File: config.mk
export PLATFORM = sky130hd
export DESIGN_NAME = serial_word_assembler
export DESIGN_NICKNAME = d
export VERILOG_FILES = /design/src/rtl/swa_pkg.sv /design/src/rtl/swa_hold_reg.sv /design/src/rtl/serial_word_assembler.sv
export SDC_FILE = /design/constraint.sdc
export NUM_CORES = 1
export LEC_CHECK = 0
export BUFFER_PORTS_ARGS = -buffer_cell sky130_fd_sc_hd__buf_4
export CORE_AREA = 2 2 39 41
export CTS_CLUSTER_DIAMETER = 60
export CTS_CLUSTER_SIZE = 12
export DETAILED_ROUTE_END_ITERATION = 7
export DIE_AREA = 0 0 41 43
export HOLD_SLACK_MARGIN = 0.12
export PLACE_DENSITY_LB_ADDON = 0.05
export SYNTH_ARGS = -nofsm -noshare
export SYNTH_HDL_FRONTEND = slang
export SYNTH_HIERARCHICAL = 1
export SYNTH_SLANG_ARGS = --single-unit
File: constraint.sdc
create_clock -name clk -period 2 [get_ports clk]
set_input_delay 0.4 -clock clk [delete_from_list [all_inputs] [get_ports clk]]
set_output_delay 0.4 -clock clk [all_outputs]
set_load 0.01 [all_outputs]
File: src/rtl/swa_pkg.sv
// swa_pkg: shared state encoding and counter sizing for serial_word_assembler
package swa_pkg;
  typedef enum logic [1:0] {IDLE, SHIFT, PAR} swa_state_e;
  function automatic int swa_cnt_w(input int w);
    return $clog2(w + 1);
  endfunction
endpackage

File: src/rtl/swa_hold_reg.sv
// swa_hold_reg: valid/ready output holding register that drops words arriving while occupied
module swa_hold_reg #(
  parameter int W = 5
) (
  input  logic         clk,
  input  logic         rst,
  input  logic         load_v,
  input  logic [W-1:0] load_d,
  input  logic         out_ready,
  output logic [W-1:0] q,
  output logic         valid,
  output logic         overrun
);
  logic accept;
  assign accept = !valid || out_ready;
  always_ff @(posedge clk or negedge rst) begin
    if (!rst) begin
      q       <= '0;
      valid   <= 1'b0;
      overrun <= 1'b0;
    end else begin
      overrun <= load_v && !accept;
      if (load_v && accept) begin
        q     <= load_d;
        valid <= 1'b1;
      end else if (out_ready) begin
        valid <= 1'b0;
      end
    end
  end
endmodule

File: src/rtl/serial_word_assembler.sv
// serial_word_assembler: MSB-first framed serial to WIDTH-bit word converter with a valid/ready port.
// Define SWA_PARITY_CHECK_EN to expect a trailing even-parity bit per frame and report it on out_perr.
module serial_word_assembler
  import swa_pkg::*;
#(
  parameter int WIDTH = 4
) (
  input  logic             clk,
  input  logic             rst,
  input  logic             sin,
  input  logic             sin_valid,
  input  logic             sin_start,
  output logic [WIDTH-1:0] out_data,
  output logic             out_valid,
  input  logic             out_ready,
  output logic             out_perr,
  output logic             overrun
);
  localparam int CW = swa_cnt_w(WIDTH);
  swa_state_e       state, state_n;
  logic [WIDTH-1:0] sreg, sreg_n, shifted, word_d;
  logic [CW-1:0]    cnt, cnt_n;
  logic             start, last, word_v, word_p;
  logic [WIDTH:0]   hold_q;
  assign start   = sin_valid && sin_start;
  assign shifted = {sreg[WIDTH-2:0], sin};
  assign last    = cnt == CW'(WIDTH - 1);
  always_ff @(posedge clk or negedge rst) begin
    if (!rst) begin
      state <= IDLE;
      sreg  <= '0;
      cnt   <= '0;
    end else begin
      state <= state_n;
      sreg  <= sreg_n;
      cnt   <= cnt_n;
    end
  end
  // a start bit always wins, so a restart in SHIFT or PAR silently discards the frame
  always_comb begin
    state_n = state;
    sreg_n  = sreg;
    cnt_n   = cnt;
    word_v  = 1'b0;
    word_d  = shifted;
    word_p  = 1'b0;
    if (start) begin
      state_n = SHIFT;
      sreg_n  = {{(WIDTH-1){1'b0}}, sin};
      cnt_n   = CW'(1);
    end else if (sin_valid && state == SHIFT) begin
      sreg_n = shifted;
      cnt_n  = cnt + CW'(1);
      if (last) begin
`ifdef SWA_PARITY_CHECK_EN
        state_n = PAR;
`else
        state_n = IDLE;
        cnt_n   = '0;
        word_v  = 1'b1;
`endif
      end
    end
`ifdef SWA_PARITY_CHECK_EN
    else if (sin_valid && state == PAR) begin
      state_n = IDLE;
      cnt_n   = '0;
      word_v  = 1'b1;
      word_d  = sreg;
      word_p  = ^{sreg, sin};
    end
`endif
  end
  swa_hold_reg #(.W(WIDTH + 1)) u_hold (
    .clk       (clk),
    .rst       (rst),
    .load_v    (word_v),
    .load_d    ({word_d, word_p}),
    .out_ready (out_ready),
    .q         (hold_q),
    .valid     (out_valid),
    .overrun   (overrun)
  );
  assign out_data = hold_q[WIDTH:1];
  assign out_perr = hold_q[0];
endmodule

==> results of run 1 <==
==> state kept, by name, summed over array words and instances (netlist names) <==
name / count
cnt: 3
state: 1
sreg: 3
u_hold/q: 5
u_hold/overrun: 1
u_hold/valid: 1
==> final timing paths <==
check	start	to	slack [ns]	cells past startpoint
max in group asynchronous	rst	u_hold/valid	1.33	2
min in group asynchronous	rst	u_hold/q[1]	0.50	2
hold reg to reg	sreg[2]	u_hold/q[4]	0.50	1
setup reg to reg	cnt[0]	u_hold/q[1]	0.41	5
hold / removal	sin	sreg[0]	0.37	2
setup / recovery	cnt[0]	u_hold/q[1]	0.41	5
==> cells in the mapped netlist <==
cell type	n
dfrtp_1	14
o21ai_0	7
mux2_4	6
nand2_1	5
nand3_1	3
inv_1	2
nor2_1	2
a21oi_1	1
buf_2	1
clkbuf_2	1
conb_1	1
ha_1	1
nand2_4	1
nand2b_1	1
nand2b_4	1
nand4_1	1
nand4b_1	1
nor3_1	1
o21a_1	1
o21ai_2	1
==> layout make-up <==
cell class | count | area [sq um]
clock buffer | 3 | 22.5
fill | 122 | 628
inverter | 2 | 7.51
multi-input combinational | 34 | 255
sequential | 14 | 350
tap | 16 | 20.0
timing repair buffer | 13 | 100
==> kinds of logic after synthesis <==
group	after synthesis	synth area share
adders and majority gates	1	0.0201
DFF	14	0.562
muxes	6	0.145
other	1	0.00602
buffers and inverters	4	0.0281
and+or+nand+nor	16	0.149
AOI/OAI and AO/OA	10	0.0904
==> critical path, cell delays in order (launching register included) <==
cell,delay (ns)
dfrtp_1,0.36
ha_1,0.17
nand2b_1,0.11
nor3_1,0.37
nand2_4,0.14
mux2_4,0.33
==> power by group <==
| group | switching (W) | internal, W |
|---|---|---|
| Clock | 0.0000811 | 0.0000698 |
| Combinational | 0.000119 | 0.000175 |
| Sequential | 0.0000707 | 0.000370 |
==> through the flow <==
stage | total power, W | setup slack [ns]
6_report | 0.000886 | 0.414
5_1_grt | 0.000963 | 0.328
4_1_cts | 0.000901 | 0.411
3_5_place_dp | 0.000744 | 0.427
3_3_place_gp | 0.000733 | 0.467
2_1_floorplan | 0.000618 | 0.518
==> layer usage <==
layer / share of wire / up-vias
li1: - / 207
met1: 0.41 / 206
met2: 0.47 / 28
met3: 0.090 / 6
met4: 0.024 / 0
met5: 0 / -
==> flow_metrics.tcl, run 1 <==
set metrics [dict create \
    cts_resized 0 \
    mostFrequentLayoutCell "dfrtp_1" \
    drt_wl_total_um 1070 \
    status "complete, no violations" \
    clock-root-buffer "clkbuf_4" \
    grt_busiest_layer "met2" \
    coreArea_sq_mm 0.00138 \
    maxCapViolations 0 \
    ioPinCount 13 \
    postCtsHoldBufs 1 \
    gp_congestion 0.693 \
    drtIter0Drc 5 \
    ir_drop_v 0.000610 \
    drive_gt1_frac 0.364 \
    ys_types 20 \
    dpl.hpwl_um 839 \
    ys_ff_latch 14 \
    final_cell_mix "14 x dfrtp_1, 12 x buf_4, 7 x o21ai_0, 6 x mux2_4, 5 x nand2_1" \
    hp-class "in2reg" \
    yosys_warnings 6 \
    n_antenna_cell 0 \
    finalWorstPathRequiredPeriod_ns 1.59 \
    place_area_sq_um 723 \
    synth_area_sq_um 623 \
    grt_max_degree 15 \
    post_drt_wl_per_cell_um 13.0 \
    clock_path_buffers 2 \
    syn_inst 52 \
    numCtsBuffers 3 \
    antenna_found_initial 0 \
    first_global_vias 435 \
    setup_viol 0 \
    rsz0062_at_grt "no" \
    route.detailed.drc 0 \
    holdWs_ns 0.368 \
    grt_usage 0.164 \
    design_area_sq_um 756 \
    start_util 0.450 \
    drv_slew 0 \
    finalSetupTns_ns 0 \
    min_period_over_period 0.793 \
    vias 447 \
    area_growth_pct 21.3 \
    globalRouteMet1Util 0.201 \
    p_per_area_mw_per_mm2 1170 \
    syn-num-nets 59 \
    crit_arrival_ns 1.75 \
    grt_pass1_wl_um 1890 \
    post_cts_buffers 0 \
    drt_first_pass_iters 4 \
    cts.reportedPaths.clkPinSlew_ns 0.08 \
    worst-setup-path-type "reg2reg" \
    clock_sinks 14 \
    insertion_delay_ns 0.27 \
    clock_skew_ns 0.00538 \
    fp.dieArea_sq_mm 0.00176 \
    vias_per_cell 5.45 \
    worstPathMaxFanout 5 \
    ys_seq_area_frac 0.562 \
    portBuffers 12 \
    fin_util 0.546 \
    postRouteAntennaNets 0 \
    avgSynthCellArea_sq_um 12.0 \
    synth.area.top_cells "dfrtp_1 56%, mux2_4 14%, o21ai_0 5.6%" \
    cts_tree "done" \
    dieHeight_um 43 \
    p_leak_nw 0.385 \
    finalHoldViolCount 0 \
    grt_use_met3 0.0628 \
    crit_path_end_kind "flop" \
    fin_nets 75 \
    fmax_mhz 631 \
    die_w_um 41 \
    fin_cells 82 \
    rows 14 \
    crit_path_start_kind "flop" \
    grt_use_met2 0.234 \
    synth_top_area_cell "dfrtp_1" \
    synth_top_area_frac 0.562 \
    numPlacedInstances 78 \
    htreeDepth 1 \
    critPathRequiredTime_ns 2.16 \
    grt-ovfl-total 0 \
]
Power figures use the tool's default switching activity.
==> run 2: changes to the inputs <==
==> constraint.sdc (replaced) <==
create_clock -name clk -period 1.7 [get_ports clk]
set_input_delay 0.34 -clock clk [delete_from_list [all_inputs] [get_ports clk]]
set_output_delay 0.34 -clock clk [all_outputs]
set_load 0.01 [all_outputs]
==> flow_metrics.tcl, run 2 (synthesized netlist as in run 1, its figures left out) <==
set metrics [dict create \
    clock_path_buffers 2 \
    clock_skew_ns 0.00385 \
    fp.dieArea_sq_mm 0.00176 \
    total_power_w 0.00106 \
    dieHeight_um 43 \
    cp_num_buf_inv 0 \
    dpl.hpwl_um 814 \
    crit_path_end_kind "flop" \
    drive_gt1_frac 0.388 \
    mostFrequentLayoutCell "dfrtp_1" \
    coreArea_sq_mm 0.00138 \
    grt_max_degree 15 \
    insertion_delay_ns 0.27 \
    postRouteAntennaNets 0 \
    critPathTopFamily "simple AND/OR/NAND/NOR gates" \
    post_drt_wl_per_cell_um 12.8 \
    clock-root-buffer "clkbuf_4" \
    antenna_found_initial 0 \
    setup_viol 0 \
    grt_pass1_wl_um 1820 \
    finalSetupTns_ns 0 \
    ioPinCount 13 \
    worstPathMaxFanout 5 \
    route.detailed.drc 0 \
    critPathRequiredTime_ns 1.85 \
    min_period_over_period 0.865 \
    hp-class "in2reg" \
    drt_wl_total_um 1060 \
    first_global_vias 440 \
    crit_arrival_ns 1.62 \
    fin_nets 76 \
    rows 14 \
    numCtsBuffers 3 \
    htreeDepth 1 \
    vias_per_cell 5.14 \
    drt_first_pass_iters 4 \
    maxCapViolations 0 \
    die_w_um 41 \
    gp_congestion 0.683 \
    nFillCells 117 \
    drtIter0Drc 16 \
    crit_path_max_incr_delay_ns 0.37 \
    dpl_worst_slack_ns 0.120 \
    clock_sinks 14 \
    reg_top3 "u_hold/q: 5 flops, cnt: 3 flops, sreg: 3 flops" \
    vias 427 \
    worst-setup-path-type "reg2reg" \
    grt-ovfl-total 0 \
    status "complete, no violations" \
    finalHoldViolCount 0 \
    cts_tree "done" \
    cts.reportedPaths.clkPinSlew_ns 0.08 \
    p_leak_nw 0.390 \
    ir_drop_v 0.000740 \
    finalWorstPathRequiredPeriod_ns 1.47 \
    rsz0062_at_grt "no" \
    portBuffers 12 \
    grt_usage 0.152 \
    post_cts_buffers 0 \
    start_util 0.450 \
    critPathSlowestCell "dfrtp_1" \
    crit_path_start_kind "flop" \
    final_cell_mix "14 x dfrtp_1, 13 x buf_4, 7 x o21ai_0, 6 x mux2_4, 5 x nand2_1" \
    worstPathCellList "ha_1 -> nand2b_1 -> nor3_2 -> nand2_4 -> mux2_4" \
    n_antenna_cell 0 \
    fmax_mhz 680 \
    p_per_area_mw_per_mm2 1380 \
    fin_ws_ns 0.229 \
    area_growth_pct 23.3 \
    largest_reg_flops 5 \
    top_register "u_hold/q" \
    drv_slew 0 \
]
-- run 2: power breakdown --
part           switching, W  internal [W]  total, W
registers         0.0000633      0.000435  0.000498
logic              0.000163      0.000220  0.000383
clock network     0.0000953     0.0000818  0.000177
total              0.000322      0.000736   0.00106
-- run 2: final timing paths --
kind	start	endpoint	slack [ns]	depth (start not counted)
max	cnt[0]	u_hold/q[2]	0.23	5
min	sin	u_hold/q[1]	0.31	2
max reg2reg	cnt[0]	u_hold/q[2]	0.23	5
min reg2reg	cnt[2]	cnt[2]	0.50	1
max in group asynchronous	rst	cnt[0]	1.09	2
min in group asynchronous	rst	u_hold/q[3]	0.44	2
-- run 2: layout make-up --
cell class                      count  area [sq um]  share of cell area
Tap cell                           16          20.0              0.0261
Timing Repair Buffer               14           108               0.140
Clock buffer                        3          22.5              0.0293
Inverter                            2          7.51             0.00977
Multi-Input combinational cell     34           260               0.339
Sequential cell                    14           350               0.456
-- run 2: what timing repair did --
item                                   CTS  global route
gates resized for setup                  0             1
setup endpoints to repair                0             5
hold buffers                             1             0
endpoints found under the hold margin   14             0
-- run 2: through the flow --
stage / hold WS (ns) / area, sq um / util / instances
2_1_floorplan: 0.0444 / 623 / - / 52
3_3_place_gp: 0.198 / 731 / 0.528 / 79
3_5_place_dp: 0.199 / 731 / 0.528 / 79
4_1_cts: 0.301 / 763 / 0.552 / 83
5_1_grt: 0.300 / 768 / 0.555 / 83
6_report: 0.308 / 768 / 0.555 / 83
-- run 2: layer usage --
metal	up-vias	GRT usage	routed length, um
li1	210	-	-
met5	-	0	0
met2	11	0.247	527
met1	206	0.186	478
met4	0	0.0600	0
met3	0	0.0314	54
==> run 3: changes to the inputs <==
--- a/config.mk
+++ b/config.mk
@@ -6,11 +6,11 @@
 export NUM_CORES = 1
 export LEC_CHECK = 0
 export BUFFER_PORTS_ARGS = -buffer_cell sky130_fd_sc_hd__buf_4
-export CORE_AREA = 2 2 39 41
+export CORE_MARGIN = 1.5
+export CORE_UTILIZATION = 45
 export CTS_CLUSTER_DIAMETER = 60
 export CTS_CLUSTER_SIZE = 12
 export DETAILED_ROUTE_END_ITERATION = 7
-export DIE_AREA = 0 0 41 43
 export HOLD_SLACK_MARGIN = 0.12
 export PLACE_DENSITY_LB_ADDON = 0.05
 export SYNTH_ARGS = -nofsm -noshare
==> flow_metrics.tcl, run 3 (synthesized netlist as in run 1, its figures left out) <==
set metrics [dict create \
    gp_congestion 0.696 \
    fin_util 0.600 \
    critPathRequiredTime_ns 1.87 \
    post_drt_wl_per_cell_um 12.6 \
    power_frac_comb 0.343 \
    clock_skew_ns 0.000808 \
    cts_tree "done" \
    worstPathMaxFanout 5 \
    holdWs_ns 0.301 \
    power_frac_seq 0.447 \
    rows 13 \
    final_cell_mix "14 x dfrtp_1, 13 x buf_4, 7 x o21ai_0, 6 x mux2_4, 5 x nand2_1" \
    coreArea_sq_mm 0.00130 \
    p_sw_frac 0.296 \
    post_cts_buffers 0 \
    drv_slew 0 \
    globalRouteMet1Util 0.221 \
    die_w_um 40.2 \
    dpl.hpwl_um 767 \
    drtIter0Drc 10 \
    power_switching_w 0.000329 \
    clock_sinks 14 \
    n_antenna_cell 0 \
    clock_path_buffers 2 \
    finalWorstPathRequiredPeriod_ns 1.48 \
    reg2regPathDepth 5 \
    top_register "u_hold/q" \
    setup_viol 0 \
    insertion_delay_ns 0.28 \
    drt_first_pass_iters 4 \
    maxCapViolations 0 \
    fin_cells 83 \
    vias_per_cell 5.30 \
    portBuffers 12 \
    p_int_w 0.000785 \
    antenna_found_initial 0 \
    clkPwrFrac 0.210 \
    reg_top3 "u_hold/q: 5 flops, cnt: 3 flops, sreg: 3 flops" \
    crit_path_end_kind "flop" \
    fin_nets 76 \
    clock-root-buffer "clkbuf_4" \
    crit_path_start "cnt[0]" \
    start_util 0.479 \
    grt-ovfl-total 0 \
    cts.reportedPaths.clkPinSlew_ns 0.08 \
    crit_path_start_kind "flop" \
    status "complete, no violations" \
    route.detailed.drc 0 \
    finalHoldViolCount 0 \
    numPlacedInstances 78 \
    ir_drop_v 0.000650 \
    hold_end "u_hold/q[1]" \
    p_per_area_mw_per_mm2 1430 \
    p_leak_nw 0.397 \
    vias 440 \
    fp.dieArea_sq_mm 0.00162 \
    rsz0062_at_grt "no" \
    drt_wl_total_um 1040 \
    grt_usage 0.174 \
    dieHeight_um 40.2 \
    rrSetupSlack_ns 0.22 \
    ioPinCount 13 \
    largest_reg_flops 5 \
    grt_use_met2 0.250 \
    mostFrequentLayoutCell "dfrtp_1" \
    r2r-end "u_hold/q[0]" \
    grt_pass1_wl_um 1750 \
    area_growth_pct 25.3 \
    htreeDepth 1 \
    total_power_w 0.00111 \
    min_delay_path_depth 2 \
    postRouteAntennaNets 0 \
    finalSetupTns_ns 0 \
    numCtsBuffers 3 \
    worst-setup-path-type "reg2reg" \
    min_period_over_period 0.872 \
    grt_use_met3 0.0500 \
    crit_arrival_ns 1.65 \
    grt_max_degree 15 \
    timing.rr.start "cnt[0]" \
    drive_gt1_frac 0.397 \
    grt_busiest_layer "met2" \
    fmax_mhz 675 \
    hp-start "sin" \
    first_global_vias 407 \
    hp-class "in2reg" \
]
run 3: cell types whose count changed in the layout (fill, tap and decap cells not counted), sizes merged:
cell	change
clkbuf	+1
run 3: power groups by stage:
stage	Clock [W]	Combinational [W]	Sequential, W
global placement	0	0.000374	0.000502
floorplan	0	0.000209	0.000518
CTS	0.000245	0.000381	0.000500
global route	0.000258	0.000427	0.000513
detailed placement	0	0.000378	0.000508
finish	0.000234	0.000382	0.000497
run 3: how the worst max path moves through the flow:
stage                              to
after CTS                 u_hold/q[0]
after global placement    u_hold/q[1]
final                     u_hold/q[0]
after floorplan           u_hold/q[0]
after detailed placement  u_hold/q[4]
after global routing      u_hold/q[0]
run 3: area by class of cell:
cell class / count / area (sq um)
well taps: 15 / 18.8
clock buffers: 4 / 36.3
repair buffers: 14 / 108
flip-flops and latches: 14 / 350
multi-input cells: 34 / 260
inverters: 2 / 7.51
fillers: 106 / 520
run 3: stage by stage:
step	setup slack [ns]	cell area, sq um
global route	0.100	781
floorplan	0.220	623
detailed placement	0.124	729
finish	0.218	781
CTS	0.114	776
global placement	0.168	729
run 3: per-layer routing:
layer / part of all wire / wire (um)
met1: 0.46 / 480
met2: 0.44 / 457
met3: 0.067 / 70
met4: 0.034 / 35
met5: 0 / 0
run 3: worst max-delay path: stages (launching register included):
cell and delay (ns):
dfrtp_1 0.37, ha_1 0.17, nand2b_1 0.12, nor3_2 0.27, nand2_4 0.13, mux2_4 0.31
run 3: what timing repair did:
action	4_1_cts	5_1_grt
setup endpoints to repair	0	5
hold endpoints to repair	14	0
resized for setup	0	1
hold buffers	1	0
